### config.mk
export PLATFORM = sky130hd
export DESIGN_NAME = pong_game_controller
export DESIGN_NICKNAME = d
export VERILOG_FILES = /design/src/rtl/pong_game_controller.sv
export SDC_FILE = /design/constraint.sdc
export NUM_CORES = 1
export LEC_CHECK = 0
export ABC_AREA = 1
export CAP_MARGIN = 40
export CORE_UTILIZATION = 52
export DETAILED_ROUTE_END_ITERATION = 10
export PLACE_DENSITY_LB_ADDON = 0.2
export SLEW_MARGIN = 20
export SYNTH_ARGS = -nofsm -noshare
export SYNTH_HDL_FRONTEND = slang
export SYNTH_SLANG_ARGS = --single-unit
### constraint.sdc
create_clock -name clk -period 6.2 [get_ports clk]
set_clock_uncertainty 0.05 [all_clocks]
set_input_delay 1.24 -clock clk [delete_from_list [all_inputs] [get_ports clk]]
set_output_delay 1.24 -clock clk [all_outputs]
set_load 0.02 [all_outputs]
### src/rtl/pong_game_controller.sv
// Pong match controller: scores, BCD countdown clock, idle/serve/rally/game-over sequencing.
// Optional PONG_PAUSE_EN adds a PAUSE state toggled by start during a rally.
module pong_game_controller #(
   parameter int CLK_HZ       = 50_000_000,
   parameter int GAME_SECONDS = 60,
   parameter int WIN_SCORE    = 9
) (
   input  logic       clk,
   input  logic       rst,
   input  logic       start,
   input  logic       miss1,
   input  logic       miss2,
   output logic       stop,
   output logic [3:0] sec1,
   output logic [3:0] sec0,
   output logic [3:0] score1,
   output logic [3:0] score2,
   output logic [1:0] winner,
`ifdef PONG_PAUSE_EN
   output logic [2:0] state_o
`else
   output logic [1:0] state_o
`endif
);

   localparam int            PW         = (CLK_HZ > 1) ? $clog2(CLK_HZ) : 1;
   localparam logic [PW-1:0] PRESC_LAST = PW'(CLK_HZ - 1);
   localparam logic [3:0]    SEC1_INIT  = 4'(GAME_SECONDS / 10);
   localparam logic [3:0]    SEC0_INIT  = 4'(GAME_SECONDS % 10);
   localparam logic [3:0]    WIN_PTS    = 4'(WIN_SCORE);

`ifdef PONG_PAUSE_EN
   typedef enum logic [2:0] {
      S_IDLE = 3'd0, S_SERVE = 3'd1, S_PLAY = 3'd2, S_PAUSE = 3'd3, S_OVER = 3'd4
   } state_t;
`else
   typedef enum logic [1:0] {
      S_IDLE = 2'd0, S_SERVE = 2'd1, S_PLAY = 2'd2, S_OVER = 2'd3
   } state_t;
`endif

   state_t        state_q, state_d;
   logic [PW-1:0] presc_q, presc_d;
   logic [3:0]    sec1_q, sec1_d, sec0_q, sec0_d;
   logic [3:0]    score1_q, score1_d, score2_q, score2_d;
   logic [1:0]    winner_q, winner_d;
   logic          stop_q, stop_d;
   logic          start_q;
   logic          start_rise, tick, rally_step, new_match, end_match;

   function automatic logic [3:0] sat_inc(input logic [3:0] s);
      return (s == 4'd15) ? s : s + 4'd1;
   endfunction

   assign start_rise = start & ~start_q;
   assign tick       = (presc_q == PRESC_LAST);

   always_comb begin
      state_d    = state_q;
      presc_d    = presc_q;
      sec1_d     = sec1_q;
      sec0_d     = sec0_q;
      score1_d   = score1_q;
      score2_d   = score2_q;
      winner_d   = winner_q;
      rally_step = 1'b0;
      new_match  = 1'b0;
      end_match  = 1'b0;

      case (state_q)
         S_IDLE:  if (start_rise) new_match = 1'b1;
         S_SERVE: begin
            presc_d = tick ? '0 : presc_q + 1'b1;
            if (tick) state_d = S_PLAY;
         end
         S_PLAY: begin
`ifdef PONG_PAUSE_EN
            if (start_rise) state_d = S_PAUSE;
            else            rally_step = 1'b1;
`else
            rally_step = 1'b1;
`endif
         end
`ifdef PONG_PAUSE_EN
         S_PAUSE: if (start_rise) state_d = S_PLAY;
`endif
         S_OVER:  if (start_rise) new_match = 1'b1;
         default: state_d = S_IDLE;
      endcase

      // A miss and a tick in the same cycle both land; OVER beats SERVE.
      if (rally_step) begin
         presc_d = tick ? '0 : presc_q + 1'b1;
         if (miss1) begin
            score2_d = sat_inc(score2_q);
            state_d  = S_SERVE;
            presc_d  = '0;
            if (score2_d == WIN_PTS) end_match = 1'b1;
         end else if (miss2) begin
            score1_d = sat_inc(score1_q);
            state_d  = S_SERVE;
            presc_d  = '0;
            if (score1_d == WIN_PTS) end_match = 1'b1;
         end
         if (tick) begin
            if (sec0_q == 4'd0) begin
               sec0_d = 4'd9;
               sec1_d = sec1_q - 4'd1;
            end else begin
               sec0_d = sec0_q - 4'd1;
            end
            if (sec1_q == 4'd0 && sec0_q == 4'd1) end_match = 1'b1;
         end
         if (end_match) begin
            state_d = S_OVER;
            if (score1_d > score2_d)      winner_d = 2'b01;
            else if (score2_d > score1_d) winner_d = 2'b10;
            else                          winner_d = 2'b11;
         end
      end

      if (new_match) begin
         state_d  = S_SERVE;
         presc_d  = '0;
         sec1_d   = SEC1_INIT;
         sec0_d   = SEC0_INIT;
         score1_d = 4'd0;
         score2_d = 4'd0;
         winner_d = 2'b00;
      end

      stop_d = (state_d != S_PLAY);
   end

   always_ff @(posedge clk or posedge rst) begin
      if (rst) begin
         state_q  <= S_IDLE;
         presc_q  <= '0;
         sec1_q   <= SEC1_INIT;
         sec0_q   <= SEC0_INIT;
         score1_q <= 4'd0;
         score2_q <= 4'd0;
         winner_q <= 2'b00;
         stop_q   <= 1'b1;
         start_q  <= 1'b0;
      end else begin
         state_q  <= state_d;
         presc_q  <= presc_d;
         sec1_q   <= sec1_d;
         sec0_q   <= sec0_d;
         score1_q <= score1_d;
         score2_q <= score2_d;
         winner_q <= winner_d;
         stop_q   <= stop_d;
         start_q  <= start;
      end
   end

   assign stop    = stop_q;
   assign sec1    = sec1_q;
   assign sec0    = sec0_q;
   assign score1  = score1_q;
   assign score2  = score2_q;
   assign winner  = winner_q;
   assign state_o = state_q;

endmodule

==> impl_metrics.yaml <==
global_routing:
  overflow: 0
  grt_pass1_vias: 2427
  track_usage_pct: 23.2
  grt_max_degree: 34
  grt_antenna_before_repair: 0
  grt_pass1_wl_mm: 11.0
cts:
  cts.sinks: 48
  clock_path_buffers: 2
  h-tree-depth: 2
  cts_root_buf: "clkbuf_8"
  cts.clk_slew.worst_paths_ns: 0.09
  cts-buffers-inserted: 5
  cts_tree: "built"
  post-cts-setup-buffers: 0
  cts.repair.resized: 0
  clk_latency_ns: 0.31
  hold_buffers: 0
floorplanning:
  io_pins: 26
  die_w_um: 77.1
  start_util_pct: 55.7
  fp-row-count: 26
  die_area_um2: 5940
  core-area_um2: 5270
  die_h_um: 77.1
yosys:
  synth-simple-area-share_pct: 31.9
  synth_top_family_by_area: "simple AND/OR/NAND/NOR gates"
  synthMuxAreaShare_pct: 0
  synthAdderAreaFrac_pct: 5.12
  synth_compound_area_share_pct: 8.96
  synth-edff-count: 0
  netlist_area_um2: 2930
  synth_ff_type: "dfrtp_1"
  syn-num-nets: 411
  ys_types: 33
  synth_warnings: 0
  ys_seq_area_share_pct: 41.1
  synthCells: 394
  avgSynthCellArea_um2: 7.44
  synth_xor_area_share_pct: 3.88
  synthArstFlopShare_pct: 100
  synth_seq_cells: 48
finish:
  final_nets: 440
  drive_above_1_share_pct: 7.55
  fillers: 489
  syn_to_final_growth_pct: 14.1
  antenna_cells_inserted: 0
route:
  drt-initial-drc-count: 184
  drc: 0
  wire_per_inst_um: 12.6
  ant_nets: 0
  vias: 2557
  drt-pass1-iter-count: 4
  wl_mm: 6.25
  vias_per_cell: 5.18
critical_path:
  critPathTopFamily: "compound AO/OA/AOI/OAI gates"
  worstSetupPathType: "primary input to flip-flop"
  critPathMaxFanout: 6
  worstPathArrival_ns: 3.34
  cp-end-kind: "flip-flop"
  cp_common_cell: "o21ai_0"
  max_stage_delay_ns: 0.52
  path_buf_inv: 1
  cp_slowest_cell: "clkdlybuf4s50_1"
  required_ns: 6.40
  cp-start-kind: "primary input"
  cp.depth: 10
  crit_chain: "clkdlybuf4s50_1 -> nor2_1 -> nand2_1 -> o21ai_0 -> ha_1 -> a21oi_1 -> o21ai_0 -> o21ai_0 -> nand4_1 -> nand2_1"
  worstRegToRegCells: 12
timing:
  rsz0062_at_grt: "no"
  slew_violations: 0
  final.setup.tns_ns: 0
  hold_viol: 0
  finalSetupViolCount: 0
  min_period_over_period_pct: 50.7
  max_freq_ghz: 0.318
  fin_crit_ns: 3.14
  max-slew-margin-rel_pct: 68.4
  fin_ws_ns: 3.06
  worst_pin_slew_ns: 0.469
run_status:
  status: "finished, final reports clean"
place:
  place_ws_ns: 2.79
  place_hpwl_mm: 4.78
  gp_congestion: 0.855
  numPortBuffers: 25
run:
  maxCapViolations: 0
power_and_ir_drop:
  cellLeakagePower_nw: 1.60
  peakVddDrop_mv: 0.161
  power_density_nw_per_um2: 216
min_path:
  hold_path.class: "flip-flop to flip-flop"
  min_path_cells: 2
==> routing by layer <==
layer | track usage (%) | vias up | wire (um) | share of wire, %
met5 | 0 | - | 0 | 0
met4 | 6.98 | 0 | 68 | 1.1
met3 | 4.17 | 7 | 228 | 3.7
met2 | 37.8 | 39 | 2860 | 46
met1 | 31.6 | 1185 | 3090 | 50
li1 | - | 1326 | - | -
==> tightest hold or removal path, stage by stage (launching register included) <==
cell and delay (ns):
dfrtp_1 0.35, nor2_1 0.05, nor2_1 0.08
==> state kept, by name, summed over array words and instances (netlist names) <==
name and cells:
presc_q 26, score1 4, score2 4, sec0 4, sec1 4, start_q 1
state_o 2, stop 1, winner 2
==> cell families after synthesis <==
logic type	Yosys count
AOI/OAI and AO/OA	49
adders and majority gates	12
DFF	48
buffers and inverters	65
xor gates and xnor gates	13
and+or+nand+nor	207
==> worst paths after layout <==
check                                  from     endpoint  slack (ns)
worst min-delay path            presc_q[24]  presc_q[24]        0.46
worst max-delay path                  miss1    winner[0]        3.06
min in group asynchronous               rst  presc_q[18]        1.16
worst min register to register  presc_q[24]  presc_q[24]        0.46
worst max register to register    score2[0]    winner[0]        3.78
max in group asynchronous               rst      sec1[1]        4.38
==> power breakdown <==
group | internal, W | switching, W | total, W
Clock | 0.0000788 | 0.000108 | 0.000187
Combinational | 0.0000671 | 0.0000935 | 0.000161
Sequential | 0.000346 | 0.0000293 | 0.000376
Total | 0.000492 | 0.000231 | 0.000723
==> through the flow <==
| step | hold WS (ns) | cell area (um^2) | util [%] | power (W) | std cells |
|---|---|---|---|---|---|
| after floorplan | 0.416 | 2930 | - | 0.000491 | 394 |
| after global routing | 0.489 | 3350 | 63.5 | 0.000769 | 494 |
| after global placement | 0.436 | 3240 | 61.5 | 0.000534 | 485 |
| after CTS | 0.468 | 3350 | 63.5 | 0.000731 | 494 |
| after detailed placement | 0.445 | 3260 | 61.8 | 0.000542 | 486 |
| final | 0.461 | 3350 | 63.5 | 0.000723 | 494 |
==> area by class of cell <==
type / instances / area (um^2) / share of cell area (%)
Clock buffer: 5 / 68.8 / 2.06
Inverter: 61 / 234 / 6.99
Multi-Input combinational cell: 281 / 1460 / 43.7
Tap cell: 70 / 87.6 / 2.62
Clock inverter: 3 / 18.8 / 0.561
Sequential cell: 48 / 1200 / 36.0
Timing Repair Buffer: 26 / 270 / 8.07
==> placed cells by master, fill, tap and decap left out, types with 3 or more instances in the layout <==
| cell type | count |
|---|---|
| a21oi_1 | 12 |
| clkbuf_8 | 5 |
| clkdlybuf4s50_1 | 25 |
| dfrtp_1 | 45 |
| dfstp_2 | 3 |
| ha_1 | 12 |
| inv_1 | 56 |
| inv_2 | 4 |
| nand2_1 | 82 |
| nand2_2 | 3 |
| nand3_1 | 31 |
| nand4_1 | 10 |
| nor2_1 | 58 |
| nor2_2 | 4 |
| nor3_1 | 9 |
| o21ai_0 | 24 |
| o22ai_1 | 8 |
| xor2_1 | 12 |
==> synth_stat cells (2+ instances only) <==
cell type | count | area [um^2]
inv_2 | 3 | 11.3
o22ai_1 | 8 | 50.1
nand2_2 | 3 | 18.8
nor3_2 | 2 | 20.0
a21oi_1 | 12 | 60.1
inv_1 | 57 | 214
o21ai_1 | 2 | 10.0
o21ai_0 | 24 | 120
dfstp_2 | 3 | 78.8
nor2_4 | 2 | 22.5
nor2_1 | 58 | 218
and3_1 | 2 | 12.5
nand3_1 | 31 | 155
nor3_1 | 9 | 45.0
xor2_1 | 12 | 105
nand2_1 | 82 | 308
nor2_2 | 4 | 25.0
ha_1 | 12 | 150
dfrtp_1 | 45 | 1130
nand4_1 | 10 | 62.6
Power figures use the tool's default switching activity.
